## src/rtl/alu_pkg.sv

```systemverilog
// alu_pkg: opcodes, FSM state encoding and opcode helpers shared by the ALU arbiter.
package alu_pkg;
  localparam logic [3:0] OP_ADD = 4'b0001;
  localparam logic [3:0] OP_SUB = 4'b0011;
  localparam logic [3:0] OP_AND = 4'b0100;
  localparam logic [3:0] OP_OR  = 4'b1000;
  localparam logic [3:0] OP_SLT = 4'b1010;
  localparam logic [3:0] OP_NOT = 4'b1101;
  localparam logic [3:0] OP_NOR = 4'b1111;

  typedef enum logic [1:0] {S_IDLE, S_EXEC, S_RESP} state_t;

  function automatic logic is_legal_op(input logic [3:0] op);
    return op inside {OP_ADD, OP_SUB, OP_AND, OP_OR, OP_SLT, OP_NOT, OP_NOR};
  endfunction

  // Only add and sub produce meaningful carry/overflow.
  function automatic logic has_flags(input logic [3:0] op);
    return op == OP_ADD || op == OP_SUB;
  endfunction
endpackage

```

## src/rtl/alu_arbiter_if.sv

```systemverilog
// alu_arbiter_if: requester, ALU and response signals of the shared-ALU arbiter.
interface alu_arbiter_if #(parameter int WIDTH = 32);
  logic             req0_valid, req0_ready;
  logic [WIDTH-1:0] req0_a, req0_b;
  logic [3:0]       req0_op;
  logic             req1_valid, req1_ready;
  logic [WIDTH-1:0] req1_a, req1_b;
  logic [3:0]       req1_op;
  logic [WIDTH-1:0] alu_a, alu_b, alu_out;
  logic [3:0]       alu_op;
  logic             alu_carry, alu_over;
  logic             rsp_valid, rsp_ready, rsp_id;
  logic [WIDTH-1:0] rsp_data;
  logic             rsp_carry, rsp_over, rsp_err;

  modport slave (
    input  req0_valid, req0_a, req0_b, req0_op,
    input  req1_valid, req1_a, req1_b, req1_op,
    output req0_ready, req1_ready,
    output alu_a, alu_b, alu_op,
    input  alu_out, alu_carry, alu_over,
    output rsp_valid, rsp_id, rsp_data, rsp_carry, rsp_over, rsp_err,
    input  rsp_ready
  );

  modport master (
    output req0_valid, req0_a, req0_b, req0_op,
    output req1_valid, req1_a, req1_b, req1_op,
    input  req0_ready, req1_ready,
    input  alu_a, alu_b, alu_op,
    output alu_out, alu_carry, alu_over,
    input  rsp_valid, rsp_id, rsp_data, rsp_carry, rsp_over, rsp_err,
    output rsp_ready
  );
endinterface

```

## src/rtl/alu_arbiter_rr_arb2.sv

```systemverilog
// rr_arb2: two-way round-robin grant; ptr_i = 1 favours requester 1 when both are valid.
module rr_arb2 (
    input  logic v0_i,
    input  logic v1_i,
    input  logic ptr_i,
    output logic g0_o,
    output logic g1_o
);
    assign g0_o = v0_i && (!v1_i || !ptr_i);
    assign g1_o = v1_i && (!v0_i || ptr_i);
endmodule

```

## src/rtl/alu_arbiter.sv

```systemverilog
// alu_arbiter: shares one combinational ALU between two requesters with round-robin
// arbitration, registered operands/results, opcode checking and flag masking.
module alu_arbiter
    import alu_pkg::*;
#(
    parameter int WIDTH = 32,
    parameter int CNT_W = 16
) (
    input  logic             clk,
    input  logic             rst_n,
    alu_arbiter_if.slave     bus,
    output logic             busy,
    output logic [CNT_W-1:0] op_count
);
    state_t           state_q, state_d;
    logic             ptr_q, ptr_d, id_q, id_d;
    logic [WIDTH-1:0] a_q, a_d, b_q, b_d, data_q, data_d;
    logic [3:0]       op_q, op_d;
    logic             carry_q, carry_d, over_q, over_d, err_q, err_d;
    logic [CNT_W-1:0] cnt_q, cnt_d;
    logic             g0, g1, idle, exec;

    rr_arb2 u_arb (
        .v0_i (bus.req0_valid),
        .v1_i (bus.req1_valid),
        .ptr_i(ptr_q),
        .g0_o (g0),
        .g1_o (g1)
    );

    assign idle = state_q == S_IDLE;
    assign exec = state_q == S_EXEC;

    // rst_n gating keeps ready low while reset is held, even if a requester is valid.
    assign bus.req0_ready = idle && g0 && rst_n;
    assign bus.req1_ready = idle && g1 && rst_n;
    assign bus.alu_a      = exec ? a_q  : '0;
    assign bus.alu_b      = exec ? b_q  : '0;
    assign bus.alu_op     = exec ? op_q : '0;
    assign bus.rsp_valid  = state_q == S_RESP;
    assign bus.rsp_id     = id_q;
    assign bus.rsp_data   = data_q;
    assign bus.rsp_carry  = carry_q;
    assign bus.rsp_over   = over_q;
    assign bus.rsp_err    = err_q;
    assign busy           = !idle;
    assign op_count       = cnt_q;

    always_comb begin
        state_d = state_q;
        ptr_d   = ptr_q;
        id_d    = id_q;
        a_d     = a_q;
        b_d     = b_q;
        op_d    = op_q;
        data_d  = data_q;
        carry_d = carry_q;
        over_d  = over_q;
        err_d   = err_q;
        cnt_d   = cnt_q;
        case (state_q)
            S_IDLE: if (g0 || g1) begin
                state_d = S_EXEC;
                ptr_d   = g0;
                id_d    = g1;
                a_d     = g1 ? bus.req1_a  : bus.req0_a;
                b_d     = g1 ? bus.req1_b  : bus.req0_b;
                op_d    = g1 ? bus.req1_op : bus.req0_op;
            end
            S_EXEC: begin
                state_d = S_RESP;
                err_d   = !is_legal_op(op_q);
                data_d  = is_legal_op(op_q) ? bus.alu_out : '0;
                carry_d = has_flags(op_q) && bus.alu_carry;
                over_d  = has_flags(op_q) && bus.alu_over;
            end
            S_RESP: if (bus.rsp_ready) begin
                state_d = S_IDLE;
                cnt_d   = cnt_q + 1'b1;
            end
            default: state_d = S_IDLE;
        endcase
    end

    always_ff @(posedge clk or negedge rst_n) begin
        if (!rst_n) begin
            state_q <= S_IDLE;
            ptr_q   <= 1'b0;
            id_q    <= 1'b0;
            a_q     <= '0;
            b_q     <= '0;
            op_q    <= '0;
            data_q  <= '0;
            carry_q <= 1'b0;
            over_q  <= 1'b0;
            err_q   <= 1'b0;
            cnt_q   <= '0;
        end else begin
            state_q <= state_d;
            ptr_q   <= ptr_d;
            id_q    <= id_d;
            a_q     <= a_d;
            b_q     <= b_d;
            op_q    <= op_d;
            data_q  <= data_d;
            carry_q <= carry_d;
            over_q  <= over_d;
            err_q   <= err_d;
            cnt_q   <= cnt_d;
        end
    end
endmodule

```

## src/flat_wrapper.sv

```systemverilog
// flat-port wrapper written by rule: the top's interface ports become plain ports
module alu_arbiter_flat import alu_pkg::*;
#(
    parameter int WIDTH = 32,
    parameter int CNT_W = 16
)
  (clk, rst_n, busy, op_count, bus_req0_valid, bus_req0_a, bus_req0_b, bus_req0_op, bus_req1_valid, bus_req1_a, bus_req1_b, bus_req1_op, bus_req0_ready, bus_req1_ready, bus_alu_a, bus_alu_b, bus_alu_op, bus_alu_out, bus_alu_carry, bus_alu_over, bus_rsp_valid, bus_rsp_id, bus_rsp_data, bus_rsp_carry, bus_rsp_over, bus_rsp_err, bus_rsp_ready);
  alu_arbiter_if #(.WIDTH(WIDTH)) bus_i ();
  input  logic clk;
  input  logic rst_n;
  output logic busy;
  output logic [CNT_W-1:0] op_count;
  input wire logic [$bits(bus_i.req0_valid)-1:0] bus_req0_valid;
  input wire logic [$bits(bus_i.req0_a)-1:0] bus_req0_a;
  input wire logic [$bits(bus_i.req0_b)-1:0] bus_req0_b;
  input wire logic [$bits(bus_i.req0_op)-1:0] bus_req0_op;
  input wire logic [$bits(bus_i.req1_valid)-1:0] bus_req1_valid;
  input wire logic [$bits(bus_i.req1_a)-1:0] bus_req1_a;
  input wire logic [$bits(bus_i.req1_b)-1:0] bus_req1_b;
  input wire logic [$bits(bus_i.req1_op)-1:0] bus_req1_op;
  output wire logic [$bits(bus_i.req0_ready)-1:0] bus_req0_ready;
  output wire logic [$bits(bus_i.req1_ready)-1:0] bus_req1_ready;
  output wire logic [$bits(bus_i.alu_a)-1:0] bus_alu_a;
  output wire logic [$bits(bus_i.alu_b)-1:0] bus_alu_b;
  output wire logic [$bits(bus_i.alu_op)-1:0] bus_alu_op;
  input wire logic [$bits(bus_i.alu_out)-1:0] bus_alu_out;
  input wire logic [$bits(bus_i.alu_carry)-1:0] bus_alu_carry;
  input wire logic [$bits(bus_i.alu_over)-1:0] bus_alu_over;
  output wire logic [$bits(bus_i.rsp_valid)-1:0] bus_rsp_valid;
  output wire logic [$bits(bus_i.rsp_id)-1:0] bus_rsp_id;
  output wire logic [$bits(bus_i.rsp_data)-1:0] bus_rsp_data;
  output wire logic [$bits(bus_i.rsp_carry)-1:0] bus_rsp_carry;
  output wire logic [$bits(bus_i.rsp_over)-1:0] bus_rsp_over;
  output wire logic [$bits(bus_i.rsp_err)-1:0] bus_rsp_err;
  input wire logic [$bits(bus_i.rsp_ready)-1:0] bus_rsp_ready;
  assign bus_i.req0_valid = bus_req0_valid;
  assign bus_i.req0_a = bus_req0_a;
  assign bus_i.req0_b = bus_req0_b;
  assign bus_i.req0_op = bus_req0_op;
  assign bus_i.req1_valid = bus_req1_valid;
  assign bus_i.req1_a = bus_req1_a;
  assign bus_i.req1_b = bus_req1_b;
  assign bus_i.req1_op = bus_req1_op;
  assign bus_req0_ready = bus_i.req0_ready;
  assign bus_req1_ready = bus_i.req1_ready;
  assign bus_alu_a = bus_i.alu_a;
  assign bus_alu_b = bus_i.alu_b;
  assign bus_alu_op = bus_i.alu_op;
  assign bus_i.alu_out = bus_alu_out;
  assign bus_i.alu_carry = bus_alu_carry;
  assign bus_i.alu_over = bus_alu_over;
  assign bus_rsp_valid = bus_i.rsp_valid;
  assign bus_rsp_id = bus_i.rsp_id;
  assign bus_rsp_data = bus_i.rsp_data;
  assign bus_rsp_carry = bus_i.rsp_carry;
  assign bus_rsp_over = bus_i.rsp_over;
  assign bus_rsp_err = bus_i.rsp_err;
  assign bus_i.rsp_ready = bus_rsp_ready;
  alu_arbiter #(.WIDTH(WIDTH), .CNT_W(CNT_W)) u_core (.clk(clk), .rst_n(rst_n), .bus(bus_i), .busy(busy), .op_count(op_count));
endmodule
```

## config.mk

```make
export PLATFORM = sky130hd
export DESIGN_NAME = alu_arbiter_flat
export DESIGN_NICKNAME = d
export VERILOG_FILES = /design/src/rtl/alu_pkg.sv /design/src/rtl/alu_arbiter_if.sv /design/src/rtl/alu_arbiter_rr_arb2.sv /design/src/rtl/alu_arbiter.sv /design/src/flat_wrapper.sv
export SDC_FILE = /design/constraint.sdc
export NUM_CORES = 1
export LEC_CHECK = 0
export ABC_AREA = 1
export BUFFER_PORTS_ARGS = -buffer_cell sky130_fd_sc_hd__buf_2
export CAP_MARGIN = 40
export CORE_MARGIN = 10
export CORE_UTILIZATION = 47
export CTS_CLUSTER_SIZE = 14
export DETAILED_ROUTE_END_ITERATION = 8
export PLACE_DENSITY_LB_ADDON = 0.1
export SLEW_MARGIN = 20
export SYNTH_ARGS = -nofsm -noshare
export SYNTH_HDL_FRONTEND = slang
export SYNTH_HIERARCHICAL = 1
export SYNTH_SLANG_ARGS = --single-unit
```

## constraint.sdc

```tcl
create_clock -name clk -period 1.8 [get_ports clk]
set_clock_uncertainty 0.1 [all_clocks]
set_input_delay 0.18 -clock clk [delete_from_list [all_inputs] [get_ports clk]]
set_output_delay 0.18 -clock clk [all_outputs]
set_load 0.05 [all_outputs]
```

Word-level counts from Yosys, hierarchy flattened

Cells that the tools add are included.

Register bits: 123

Add/sub/neg operators: 1
Equal/unequal tests: 11
Mux-type cells: 10
Reductions and logical operators: 22

Operators by type and width:

| operator                | count |
|---|---|
| $mux W32                | 5 |
| $add A16 B1 Y16 const B | 1 |
| $eq A4 B4 Y1 const B    | 4 |
| $logic_and A1 B1 Y1     | 8 |
| $mux W4                 | 2 |
| $reduce_bool A7 Y1      | 1 |
| $pmux W2 S3             | 1 |
| $reduce_and A2 Y1       | 3 |
| $logic_not A1 Y1        | 5 |
| $eq A4 B1 Y1 const B    | 1 |
| $eq A4 B2 Y1 const B    | 1 |
| $eq A4 B3 Y1 const B    | 1 |
| $logic_or A1 B1 Y1      | 4 |
| $mux W2                 | 2 |
| $eq A2 B1 Y1 const B    | 1 |
| $eq A2 B2 Y1 const B    | 1 |
| $logic_not A2 Y1        | 1 |
| $ne A2 B1 Y1 const B    | 1 |
| $ne A2 B2 Y1 const B    | 1 |

Depth between registers and ports, before layout

Gate-level depths: netlist of the first run.

Depth in word-level cells: 6
Gate-level depth with buffers: 10
Gate-level depth less buffers: 8

Modules after synthesis

Netlist of the first run, hierarchy kept.

Modules (own cells, without submodules):

| module      | times used | cells an instance | area each (um^2) |
|---|---|---|---|
| alu_arbiter | 1          | 782               | 6273.5 |
| rr_arb2     | 1          | 5                 | 20.0 |

Worst setup path before layout of the first run

OpenSTA, ideal clock, no wires.

Kind: reg2reg
From: register u_core.state_q[1]
To: register u_core.carry_q, in the netlist u_core/bus.rsp_carry
Arrival: 1.771 ns
Required time: 1.631 ns
Slack: -0.140 ns
Cell stages (with the launch flop): 7
Path buffers: 1
Clock period less this slack: 1.940 ns
Path through: dfrtp_1 nor2_1 inv_1 buf_2 nor2_1 nand3_1 nand2_1

Cells in the longest elaborated chain, start to end: 1

Ends and longest elaborated chain:

| element                | line               | text |
|---|---|---|
| start, declared        | alu_arbiter.sv:15  | `state_t state_q, state_d;` |
| start signal, assigned | alu_arbiter.sv:99  | `state_q <= state_d;` |
| $eq A2 B1 Y1           | alu_arbiter.sv:61  | `case (state_q)` |
| end signal, assigned   | alu_arbiter.sv:106 | `carry_q <= carry_d;` |
| end, declared          | alu_arbiter.sv:19  | `logic carry_q, carry_d, over_q, over_d, err_q, err_d;` |

Every way passes these cells.
A chain may end at the register's enable or synchronous reset.

Worst setup path in the final report of the first run

From: register u_core.state_q[1]
To: output port bus_alu_b[26]

Cells in the longest elaborated chain, start to end: 2

Ends and longest elaborated chain:

| element       | line               | text |
|---|---|---|
| $eq A2 B1 Y1  | alu_arbiter.sv:32  | `assign exec = state_q == S_EXEC;` |
| $mux W32      | alu_arbiter.sv:38  | `assign bus.alu_b = exec ? b_q : '0;` |
| end, declared | flat_wrapper.sv:24 | `output wire logic [$bits(bus_i.alu_b)-1:0] bus_alu_b;` |

Every way passes these cells.

==> metrics, run 1 <==
result of the run finished, violations left; violations in the final reports negative setup slack; slowest library cell on the worst path sky130_fd_sc_hd__dfrtp_1; vias post-DR ~7600; Reg power frac between 20% and 30%; final number of setup-violating endpoints 72; mean instance size in the synthesized netlist 7.997 µm²; Synth async-reset ratio 100.0%; Period Utilization, post-route 105.8%; launch point of the worst hold path bus_req1_b[7]; Max Freq 0.5250 GHz; Max Cap Violations 0; Synth Instances just under 800; placed cells 1231; clock root buffer sky130_fd_sc_hd__clkbuf_16; ratio of cells with drive above 1 in the final layout between 30% and 40%; half-perimeter wire length after detailed placement 14640 µm; number of inserted filler cells in the final layout slightly above 600; launch point of the worst reg-to-reg path u_core/state_q[1]; reg2reg path depth 8; count leader, synth sky130_fd_sc_hd__nand2_1; TritonCTS clock tree yes; ratio of total power to cell area 1799 nW/µm²; worst setup slack after placement a little over 0.04 ns; # IOs ~300; endpoint type of the worst setup path primary output; post-layout net count ~1400; antenna violations before repair 6; clk slew on worst S/H paths approximately 0.060 ns; measured slew at the worst slew-check pin 0.6780 ns; Synth Flop Type sky130_fd_sc_hd__dfrtp_1; Synth cell types 23; Critical Path RT between 1.5 and 2 ns; largest fanout on the critical path 12; RSZ-0062 raised after global routing true; Power Internal 10.47 mW; total detailed-routing wirelength around 30000 µm; Yosys Warn Count 6; critical-path cell list nor2_4 > inv_8 > clkbuf_16 > nor2_2 > buf_6; Arrival @ worst endpoint ~1.6 ns; die boundary height about 140 µm; overall power between 20 and 25 mW; start-to-end type of the worst setup path reg -> out; ranking of synthesized cells by instance count 207 x sky130_fd_sc_hd__nand2_1, 154 x sky130_fd_sc_hd__inv_1, 123 x sky130_fd_sc_hd__dfrtp_1, 91 x sky130_fd_sc_hd__nor2_1, 50 x sky130_fd_sc_hd__o21ai_0; worst slew margin relative to its limit around 55%; number of endpoints with negative hold slack in the final report 0; overflow left after global routing 0; mean number of vias per cell roughly 5.3; Detailed Routing Iterations Pass 1 7; Max stage delay on crit path 0.41 ns; number of clock sinks seen by CTS 123; insertion delay of the later-clocked pin in the worst-skew pair 0.42 ns; final setup margin -0.1049 ns; share of the synthesized area in the top cell type 48.91%; IO buf count ~300; net switching power figure 10.02 mW; starting density of the core between 40% and 50%; clock period minus worst slack between 1.5 and 2 ns; IR Drop Worst-Case VDD approximately 1.2 mV; number of levels in the clock H-tree 4; number of DRC markers after the initial detailed-route iteration ~570; area growth from synthesis to layout 80.95%; CP Launch Type flip-flop; Seq/Total Area, Yosys slightly below 50%; number of enable flip-flop cells after synthesis 0; global-route wire length before repair approximately 40000 µm; buffers from clock root to sink, at most 2; number of synthesized register bits ~120; Sw Ratio 48.90%; class of the tightest hold or removal check in -> reg; capture endpoint of the worst hold path u_core/b_q[7]; residual DRC count 0; number of global-route vias before repair 7603; capture point of the worst reg-to-reg path u_core/b_q[18]; row count 42; fin. max-slew vios 0; synthesized area between 6000 and 7000 µm²; leakage power of the design ~5.9 nW; WL per Instance between 20 and 25 µm; CORE AREA 13190 µm²; hold depth 5; post-layout instance count excluding filler cells roughly 1400; relative contribution of the clock network to total power between 10% and 20%; overall die area between 15000 and 20000 µm²; final RePlAce weighted congestion 0.8355; portion of total power attributed to combinational logic 60.2%; cell types with the largest area share after synthesis sky130_fd_sc_hd__dfrtp_1 49%, sky130_fd_sc_hd__nand2_1 12%, sky130_fd_sc_hd__inv_1 9.2%, sky130_fd_sc_hd__o211ai_1 5.7%, sky130_fd_sc_hd__nor2_1 5.4%; Fin Hold WS 0.01904 ns; die width roughly 140 µm; nets in the synthesized netlist a little under 1000; largest net degree at the start of global routing about 120; cts bufs inserted 17; slack of the worst reg-to-reg path -0.03 ns; GRT Overall Usage between 20% and 30%; library cell occupying the most area in the post-synthesis netlist sky130_fd_sc_hd__dfrtp_1; count of nets left with antenna violations after detail routing 0
flip-flops by register name (all words and copies together), names as in the netlist:
register	count
u_core/bus.rsp_data	32
u_core/op_count	16
u_core/bus.rsp_err	1
u_core/b_q	32
u_core/state_q	2
u_core/bus.rsp_carry	1
u_core/op_q	4
u_core/a_q	32
u_core/bus.rsp_id	1
u_core/bus.rsp_over	1
u_core/ptr_q	1
through the flow:
stage	utilization, %	instance area (µm²)	TNS (ns)
5_1_grt	86.32	11390	-10.13
3_5_place_dp	60.43	7971	0
6_report	86.34	11390	-3.997
3_3_place_gp	60.43	7971	0
4_1_cts	82.02	10820	-5.238
2_1_floorplan	-	6294	-9.585
what timing repair did:
item                       in CTS  in global routing
gates cloned                    1                  9
hold buffers                  156                  0
pin swaps                       4                  4
gates resized for setup       195                115
hold endpoints to repair      226                  0
setup buffers                   5                  1
setup endpoints to repair      70                110
how the worst max path moves through the flow:
stage	startpoint	to	slack, ns
6_report	u_core/state_q[1]	bus_alu_b[26]	-0.10
5_1_grt	u_core/state_q[1]	bus_alu_b[4]	-0.16
4_1_cts	u_core/state_q[0]	bus_alu_b[1]	-0.10
3_5_place_dp	u_core/state_q[0]	bus_alu_a[27]	0.04
3_3_place_gp	u_core/state_q[0]	bus_alu_a[27]	0.05
2_1_floorplan	u_core/state_q[1]	u_core/bus.rsp_carry	-0.14
layout by cell type, fill, tap and decap left out, types with 5 or more instances in the layout:
cell,instances
sky130_fd_sc_hd__buf_12,6
sky130_fd_sc_hd__buf_16,5
sky130_fd_sc_hd__buf_2,227
sky130_fd_sc_hd__buf_4,11
sky130_fd_sc_hd__buf_6,50
sky130_fd_sc_hd__buf_8,22
sky130_fd_sc_hd__clkbuf_16,24
sky130_fd_sc_hd__clkbuf_8,7
sky130_fd_sc_hd__dfrtp_1,123
sky130_fd_sc_hd__diode_2,7
sky130_fd_sc_hd__dlygate4sd3_1,156
sky130_fd_sc_hd__inv_1,152
sky130_fd_sc_hd__nand2_1,203
sky130_fd_sc_hd__nand3_1,8
sky130_fd_sc_hd__nor2_1,20
sky130_fd_sc_hd__nor2_2,43
sky130_fd_sc_hd__nor2_4,30
sky130_fd_sc_hd__o211ai_1,48
sky130_fd_sc_hd__o211ai_2,20
sky130_fd_sc_hd__o21ai_0,22
sky130_fd_sc_hd__o21ai_1,28
sky130_fd_sc_hd__o21ai_2,21
sky130_fd_sc_hd__xnor2_1,7
sky130_fd_sc_hd__xor2_1,5
power by group through the flow:
stage | Combinational, mW | Sequential (mW) | Clock, mW
global placement | 8.69 | 4.39 | 0
CTS | 10.3 | 4.40 | 3.65
floorplan | 5.46 | 5.57 | 0
finish | 12.3 | 4.50 | 3.65
detailed placement | 8.77 | 4.42 | 0
global route | 12.9 | 4.60 | 3.78
critical path, delay by kind of cell, from the launching register on:
| kind | cells | cell delay, ns |
|---|---|---|
| buffers and inverters | 3 | 0.47 |
| DFF | 1 | 0.41 |
| and+or+nand+nor | 2 | 0.32 |
layout make-up:
cell class / instances / area [µm²] / share of cell area [%]
Timing Repair Buffer: 484 / 4106 / 36.06
Antenna cell: 7 / 17.52 / 0.1538
Sequential cell: 123 / 3078 / 27.03
Clock inverter: 6 / 105.1 / 0.9229
Inverter: 154 / 585.6 / 5.142
Multi-Input combinational cell: 466 / 2746 / 24.12
Clock buffer: 26 / 529.3 / 4.647
Tap cell: 176 / 220.2 / 1.934
per-layer routing:
| layer | routed length (µm) | global-route usage (%) | vias to the layer above |
|---|---|---|---|
| li1 | - | - | 3351 |
| met5 | 0 | 0 | - |
| met4 | 1583 | 14.59 | 0 |
| met3 | 2890 | 10.05 | 124 |
| met1 | 10520 | 29.81 | 3568 |
| met2 | 14840 | 46.30 | 541 |
cell families after synthesis:
| group | after synthesis | share of synthesized area (%) |
|---|---|---|
| simple gates | 313 | 19.26 |
| buf+inv | 198 | 13.28 |
| compound gates | 140 | 16.68 |
| flops | 123 | 48.91 |
| xor+xnor | 12 | 1.670 |
| fa+ha+maj | 1 | 0.1988 |
Power figures use the tool's default switching activity.
==> run 2: changes to the inputs <==
Settings changed: CORE_UTILIZATION 47 to 45, RECOVER_POWER from default to 50, SYNTH_HIERARCHICAL 1 to default.
==> metrics, run 2 <==
TritonCTS clock tree yes (unchanged); die boundary height 138.0 µm (was 135.7 µm); Synth Instances 797 (was 787); hold depth 5 (unchanged); largest fanout on the critical path 3 (was 12); Seq/Total Area, Yosys 49.13% (was 48.91%); library cell occupying the most area in the post-synthesis netlist sky130_fd_sc_hd__dfrtp_1 (unchanged); cts bufs inserted 17 (unchanged); number of synthesized register bits 123 (unchanged); Max stage delay on crit path 0.42 ns (was 0.41 ns); start-to-end type of the worst setup path reg -> out (unchanged); total detailed-routing wirelength 24270 µm (was 29830 µm); Max Cap Violations 0 (unchanged); Yosys Warn Count 0 (was 6); clock root buffer sky130_fd_sc_hd__clkbuf_16 (unchanged); Arrival @ worst endpoint 1.62 ns (about the same); class of the tightest hold or removal check in -> reg (unchanged); critical-path cell list buf_6 > nor2_4 > buf_6 > nand3_4 > nor2_4 > buf_8 (was nor2_4 > inv_8 > clkbuf_16 > nor2_2 > buf_6); largest net degree at the start of global routing 124 (unchanged); insertion delay of the later-clocked pin in the worst-skew pair 0.41 ns (was 0.42 ns); Fin Hold WS 0.006637 ns (was 0.01904 ns); Critical Path RT 1.52 ns (about the same); capture point of the worst reg-to-reg path u_core.b_q[29] (was u_core/b_q[18]); setup TNS -3.484 ns (was -3.997 ns); clk slew on worst S/H paths 0.06 ns (about the same); Synth async-reset ratio 100.0% (unchanged); count leader, synth sky130_fd_sc_hd__nand2_1 (unchanged); CORE AREA 13770 µm² (was 13190 µm²); # IOs 299 (unchanged); worst slew margin relative to its limit 23.26% (was 54.80%); WL per Instance 17.09 µm (was 20.69 µm); most frequent standard cell in the layout excluding fill and tap cells sky130_fd_sc_hd__buf_2 (unchanged); ratio of total power to cell area 1749 nW/µm² (was 1799 nW/µm²); IO buf count 298 (unchanged); overall die area 19040 µm² (was 18420 µm²); measured slew at the worst slew-check pin 1.151 ns (was 0.6780 ns); number of enable flip-flop cells after synthesis 0 (unchanged); highest-count cells in the layout ignoring fill and taps 225 x sky130_fd_sc_hd__buf_2, 210 x sky130_fd_sc_hd__nand2_1, 153 x sky130_fd_sc_hd__inv_1, 123 x sky130_fd_sc_hd__dfrtp_1, 121 x sky130_fd_sc_hd__dlygate4sd3_1 (was 227 x sky130_fd_sc_hd__buf_2, 203 x sky130_fd_sc_hd__nand2_1, 156 x sky130_fd_sc_hd__dlygate4sd3_1, 152 x sky130_fd_sc_hd__inv_1, 123 x sky130_fd_sc_hd__dfrtp_1); area growth from synthesis to layout 72.28% (was 80.95%); Detailed Routing Iterations Pass 1 4 (was 7); slowest library cell on the worst path sky130_fd_sc_hd__dfrtp_1 (unchanged); count of nets left with antenna violations after detail routing 0 (unchanged); RSZ-0062 raised after global routing true (unchanged); overflow left after global routing 0 (unchanged); mean number of vias per cell 4.865 (was 5.259); overall power 18.88 mW (was 20.49 mW); crit path buf inv count 3 (unchanged); number of global-route vias before repair 7239 (was 7603); mean instance size in the synthesized netlist 7.860 µm² (was 7.997 µm²); row count 43 (was 42); Util after Layout 78.36% (was 86.34%); critical path's top delay family flip-flops (was buffers and inverters); violations in the final reports negative setup slack (unchanged); capture endpoint of the worst hold path u_core.a_q[27] (was u_core/b_q[7]); antenna violations before repair 2 (was 6); post-layout net count 1401 (was 1422); ratio of cells with drive above 1 in the final layout 37.16% (was 38.05%); number of levels in the clock H-tree 4 (unchanged); buffers from clock root to sink, at most 2 (unchanged); final number of setup-violating endpoints 70 (was 72); slack of the worst reg-to-reg path -0.02 ns (was -0.03 ns); launch point of the worst hold path bus_req0_a[27] (was bus_req1_b[7]); residual DRC count 0 (unchanged); global-route wire length before repair 35940 µm (was 40050 µm); reg2reg path depth 8 (unchanged); cell types with the largest area share after synthesis sky130_fd_sc_hd__dfrtp_1 49%, sky130_fd_sc_hd__nand2_1 13%, sky130_fd_sc_hd__inv_1 9.3%, sky130_fd_sc_hd__o211ai_1 5.8%, sky130_fd_sc_hd__nor2_1 5.5% (was sky130_fd_sc_hd__dfrtp_1 49%, sky130_fd_sc_hd__nand2_1 12%, sky130_fd_sc_hd__inv_1 9.2%, sky130_fd_sc_hd__o211ai_1 5.7%, sky130_fd_sc_hd__nor2_1 5.4%); number of clock sinks seen by CTS 123 (unchanged); die width 138.0 µm (was 135.7 µm); synthesized area 6265 µm² (was 6294 µm²); IR Drop Worst-Case VDD 1.197 mV (was 1.228 mV); launch point of the worst reg-to-reg path u_core.state_q[1] (was u_core/state_q[1]); fin. max-slew vios 0 (unchanged); endpoint type of the worst setup path primary output (unchanged); final setup margin -0.09692 ns (was -0.1049 ns); worst setup slack after placement 0.08129 ns (was 0.04067 ns); Synth Flop Type sky130_fd_sc_hd__dfrtp_1 (unchanged); Max Freq 0.5272 GHz (was 0.5250 GHz); Period Utilization, post-route 105.4% (was 105.8%); vias post-DR 6909 (was 7584); nets in the synthesized netlist 973 (was 963); final RePlAce weighted congestion 0.8444 (was 0.8355); Synth cell types 23 (unchanged); result of the run finished, violations left (unchanged); ranking of synthesized cells by instance count 210 x sky130_fd_sc_hd__nand2_1, 155 x sky130_fd_sc_hd__inv_1, 123 x sky130_fd_sc_hd__dfrtp_1, 92 x sky130_fd_sc_hd__nor2_1, 60 x sky130_fd_sc_hd__o21ai_1 (was 207 x sky130_fd_sc_hd__nand2_1, 154 x sky130_fd_sc_hd__inv_1, 123 x sky130_fd_sc_hd__dfrtp_1, 91 x sky130_fd_sc_hd__nor2_1, 50 x sky130_fd_sc_hd__o21ai_0); share of the synthesized area in the top cell type 49.13% (was 48.91%); GRT Overall Usage 23.88% (was 27.59%); leakage power of the design 5.710 nW (was 5.929 nW); starting density of the core 45.49% (was 47.71%); clock period minus worst slack 1.897 ns (was 1.905 ns); CP Launch Type flip-flop (unchanged); number of endpoints with negative hold slack in the final report 0 (unchanged); half-perimeter wire length after detailed placement 14710 µm (was 14640 µm); number of DRC markers after the initial detailed-route iteration 383 (was 567)
==> run 2: stage by stage <==
| stage | std cells | cell area, µm² |
|---|---|---|
| after floorplan | 797 | 6265 |
| after global placement | 1249 | 8015 |
| final | 1420 | 10790 |
| after CTS | 1409 | 10470 |
| after global routing | 1420 | 10790 |
| after detailed placement | 1249 | 8015 |
==> run 2: kinds of logic (layout without fill, tap and decap cells) <==
group | after synthesis | after routing | share of synthesized area, %
AND/OR/NAND/NOR | 325 | 325 | 20.53
XOR/XNOR | 10 | 10 | 1.398
buffers and inverters | 198 | 639 | 13.20
flip-flops | 123 | 123 | 49.13
other | 0 | 2 | 0
adder cells (fa/ha/maj) | 1 | 1 | 0.1997
AO/OA/AOI/OAI | 140 | 140 | 15.54
==> run 2: area by class of cell <==
type                       count  area (µm²)
fill                         888        2980
tap                          180       225.2
sequential                   123        3078
clock buffer                  18       439.2
antenna                        2       5.005
inverter                     155       589.3
multi-input combinational    476        2609
timing repair buffer         452        3722
clock inverter                14       125.1
==> run 2: power breakdown <==
group | leakage (nW) | total, mW | switching, mW | internal [mW]
clock network | 0.260 | 3.22 | 1.29 | 1.93
registers | 1.53 | 4.45 | 0.499 | 3.95
logic | 3.92 | 11.2 | 7.43 | 3.79
==> run 2: worst reg2reg max path, stage by stage (launching register included) <==
cell	delay [ns]
sky130_fd_sc_hd__dfrtp_1	0.42
sky130_fd_sc_hd__buf_6	0.14
sky130_fd_sc_hd__nor2_4	0.14
sky130_fd_sc_hd__nand3_4	0.12
sky130_fd_sc_hd__buf_12	0.14
sky130_fd_sc_hd__nand2_4	0.19
sky130_fd_sc_hd__buf_12	0.22
sky130_fd_sc_hd__o211ai_1	0.12
sky130_fd_sc_hd__o21ai_0	0.13
==> run 2: layer usage <==
metal  vias up  routed length (µm)  global-route usage, %
met5         -                   0                      0
met4         0                1053                  12.86
met3        79                2113                  7.717
met2       279               12030                  40.12
met1      3228                9076                  26.33
li1       3323                   -                      -
==> run 2: timing repair <==
action,in CTS,in global routing
hold buffers,121,0
hold endpoints to repair,227,0
endpoints found under the setup margin,70,115
pin swaps,4,2
cloned,2,6
gates resized for setup,188,53
buffers inserted,5,3
==> run 2: worst max path at each step <==
| stage | start | to | slack [ns] | cells after the start |
|---|---|---|---|---|
| finish | u_core.state_q[1] | bus_req1_ready | -0.1 | 6 |
| global route | u_core.state_q[0] | bus_alu_b[10] | -0.15 | 6 |
| detailed placement | u_core.state_q[0] | bus_alu_a[15] | 0.08 | 6 |
| floorplan | u_core.state_q[0] | bus_alu_a[0] | -0.13 | 6 |
| CTS | u_core.state_q[0] | bus_alu_a[2] | -0.13 | 6 |
| global placement | u_core.state_q[0] | bus_alu_a[15] | 0.12 | 6 |
==> run 3: changes to the inputs <==
Settings changed: CTS_BUF_LIST from default to sky130_fd_sc_hd__clkbuf_8.
==> metrics, run 3 (synthesized netlist as in run 2, its figures left out) <==
result of the run finished, violations left (unchanged); clock root buffer sky130_fd_sc_hd__clkbuf_8 (was sky130_fd_sc_hd__clkbuf_16); buffers from clock root to sink, at most 2 (unchanged); vias post-DR 7568 (was 6909); number of global-route vias before repair 7600 (was 7239); count of nets left with antenna violations after detail routing 0 (unchanged); Placed Area 8015 µm² (unchanged); start-to-end type of the worst setup path reg -> out (unchanged); die boundary height 138.0 µm (unchanged); ratio of cells with drive above 1 in the final layout 35.90% (was 37.16%); overflow left after global routing 0 (unchanged); final setup margin -0.1194 ns (was -0.09692 ns); Critical Path RT 1.52 ns (about the same); critical path's top delay family simple AND/OR/NAND/NOR gates (was flip-flops); final std cell area, no fill 11290 µm² (was 10790 µm²); TritonCTS clock tree yes (unchanged); Period Utilization, post-route 106.6% (was 105.4%); Max Cap Violations 0 (unchanged); area growth from synthesis to layout 80.15% (was 72.28%); worst slew margin relative to its limit 23.82% (was 23.26%); slowest library cell on the worst path sky130_fd_sc_hd__dfrtp_1 (unchanged); fin. max-slew vios 0 (unchanged); residual DRC count 0 (unchanged); clk slew on worst S/H paths 0.07 ns (was 0.06 ns); largest net degree at the start of global routing 124 (unchanged); number of endpoints with negative hold slack in the final report 0 (unchanged); Max stage delay on crit path 0.41 ns (was 0.42 ns); global-route wire length before repair 38770 µm (was 35940 µm); half-perimeter wire length after detailed placement 14710 µm (unchanged); WL per Instance 19.07 µm (was 17.09 µm); ratio of total power to cell area 1673 nW/µm² (was 1749 nW/µm²); number of DRC markers after the initial detailed-route iteration 511 (was 383); overall die area 19040 µm² (unchanged); worst setup slack after placement 0.08129 ns (unchanged); insertion delay of the later-clocked pin in the worst-skew pair 0.45 ns (was 0.41 ns); die width 138.0 µm (unchanged); Fin Hold WS 0.02608 ns (was 0.006637 ns); violations in the final reports negative setup slack (unchanged); CP Launch Type flip-flop (unchanged); mean number of vias per cell 5.110 (was 4.865); RSZ-0062 raised after global routing true (unchanged); final RePlAce weighted congestion 0.8444 (unchanged); Util after Layout 81.94% (was 78.36%); class of the tightest hold or removal check in -> reg (unchanged); endpoint type of the worst setup path primary output (unchanged); IR Drop Worst-Case VDD 0.9415 mV (was 1.197 mV); Detailed Routing Iterations Pass 1 5 (was 4); number of clock sinks seen by CTS 123 (unchanged); Arrival @ worst endpoint 1.64 ns (was 1.62 ns); most frequent standard cell in the layout excluding fill and tap cells sky130_fd_sc_hd__buf_2 (unchanged); clock period minus worst slack 1.919 ns (was 1.897 ns); measured slew at the worst slew-check pin 1.143 ns (was 1.151 ns); row count 43 (unchanged); final number of setup-violating endpoints 78 (was 70); crit path buf inv count 2 (was 3); IO buf count 298 (unchanged); post-layout net count 1461 (was 1401); leakage power of the design 5.914 nW (was 5.710 nW); CORE AREA 13770 µm² (unchanged); # IOs 299 (unchanged); Max Freq 0.5210 GHz (was 0.5272 GHz); dominant cell type by count on the critical path sky130_fd_sc_hd__nor2_4; cts bufs inserted 17 (unchanged); GRT Overall Usage 25.94% (was 23.88%); antenna violations before repair 1 (was 2); critical-path cell list clkbuf_1 > nor2_4 > nand3_4 > nor2_4 > buf_8 (was buf_6 > nor2_4 > buf_6 > nand3_4 > nor2_4 > buf_8); largest fanout on the critical path 3 (unchanged); starting density of the core 45.49% (unchanged); highest-count cells in the layout ignoring fill and taps 224 x sky130_fd_sc_hd__buf_2, 210 x sky130_fd_sc_hd__nand2_1, 170 x sky130_fd_sc_hd__dlygate4sd3_1, 152 x sky130_fd_sc_hd__inv_1, 123 x sky130_fd_sc_hd__dfrtp_1 (was 225 x sky130_fd_sc_hd__buf_2, 210 x sky130_fd_sc_hd__nand2_1, 153 x sky130_fd_sc_hd__inv_1, 123 x sky130_fd_sc_hd__dfrtp_1, 121 x sky130_fd_sc_hd__dlygate4sd3_1); number of levels in the clock H-tree 4 (unchanged); total detailed-routing wirelength 28240 µm (was 24270 µm)
run 3: routing by layer:
layer / wire length [µm] / global-route usage [%] / share of wire (%) / up-vias
li1: - / - / - / 3441
met1: 10140 / 27.35 / 36 / 3587
met2: 14110 / 44.52 / 50 / 426
met3: 2641 / 9.130 / 9.4 / 114
met4: 1345 / 13.96 / 4.8 / 0
met5: 0 / 0 / 0 / -
run 3: area by class of cell:
cell class	count	area, µm²
multi-input cells	476	2618
inverters	155	589.3
repair buffers	512	4395
flip-flops and latches	123	3078
diodes	3	7.507
fillers	772	2487
clock inverters	14	125.1
clock buffers	18	247.7
well taps	180	225.2
run 3: repair_timing:
item,CTS,global route
gates cloned,1,12
setup endpoints to repair,70,135
resized for setup,185,65
hold buffers,170,0
pin swaps,4,5
setup buffers,6,8
hold endpoints to repair,226,0
run 3: worst register-to-register path, delay by kind of cell, from the launching register on:
| kind | cells | cell delay (ns) |
|---|---|---|
| AO/OA/AOI/OAI | 2 | 0.23 |
| buffers and inverters | 4 | 0.61 |
| flip-flops | 1 | 0.41 |
| AND/OR/NAND/NOR | 3 | 0.42 |
run 3: final timing paths:
| kind | start | to | slack (ns) | cells after the start |
|---|---|---|---|---|
| min | bus_req0_op[0] | u_core.op_q[0] | 0.03 | 5 |
| min in group asynchronous | rst_n | u_core.b_q[12] | 0.59 | 3 |
| max in group asynchronous | rst_n | u_core.bus.rsp_data[21] | 0.21 | 3 |
| max reg2reg | u_core.state_q[1] | u_core.b_q[4] | -0.05 | 9 |
| min reg2reg | u_core.bus.rsp_data[18] | u_core.bus.rsp_data[18] | 0.38 | 2 |
| max | u_core.state_q[1] | bus_req1_ready | -0.12 | 5 |
run 3: power breakdown:
| group | switching (mW) | leakage [nW] | internal (mW) |
|---|---|---|---|
| clock | 1.21 | 0.173 | 1.12 |
| sequential | 0.524 | 1.53 | 3.95 |
| combinational | 7.84 | 4.21 | 4.25 |
| total | 9.57 | 5.91 | 9.32 |
run 3: through the flow:
step	instances	TNS (ns)	total power, mW
floorplan	797	-9.036	10.88
global placement	1249	0	13.09
detailed placement	1249	0	13.21
CTS	1458	-8.134	17.00
global route	1479	-15.70	19.82
finish	1481	-6.533	18.88
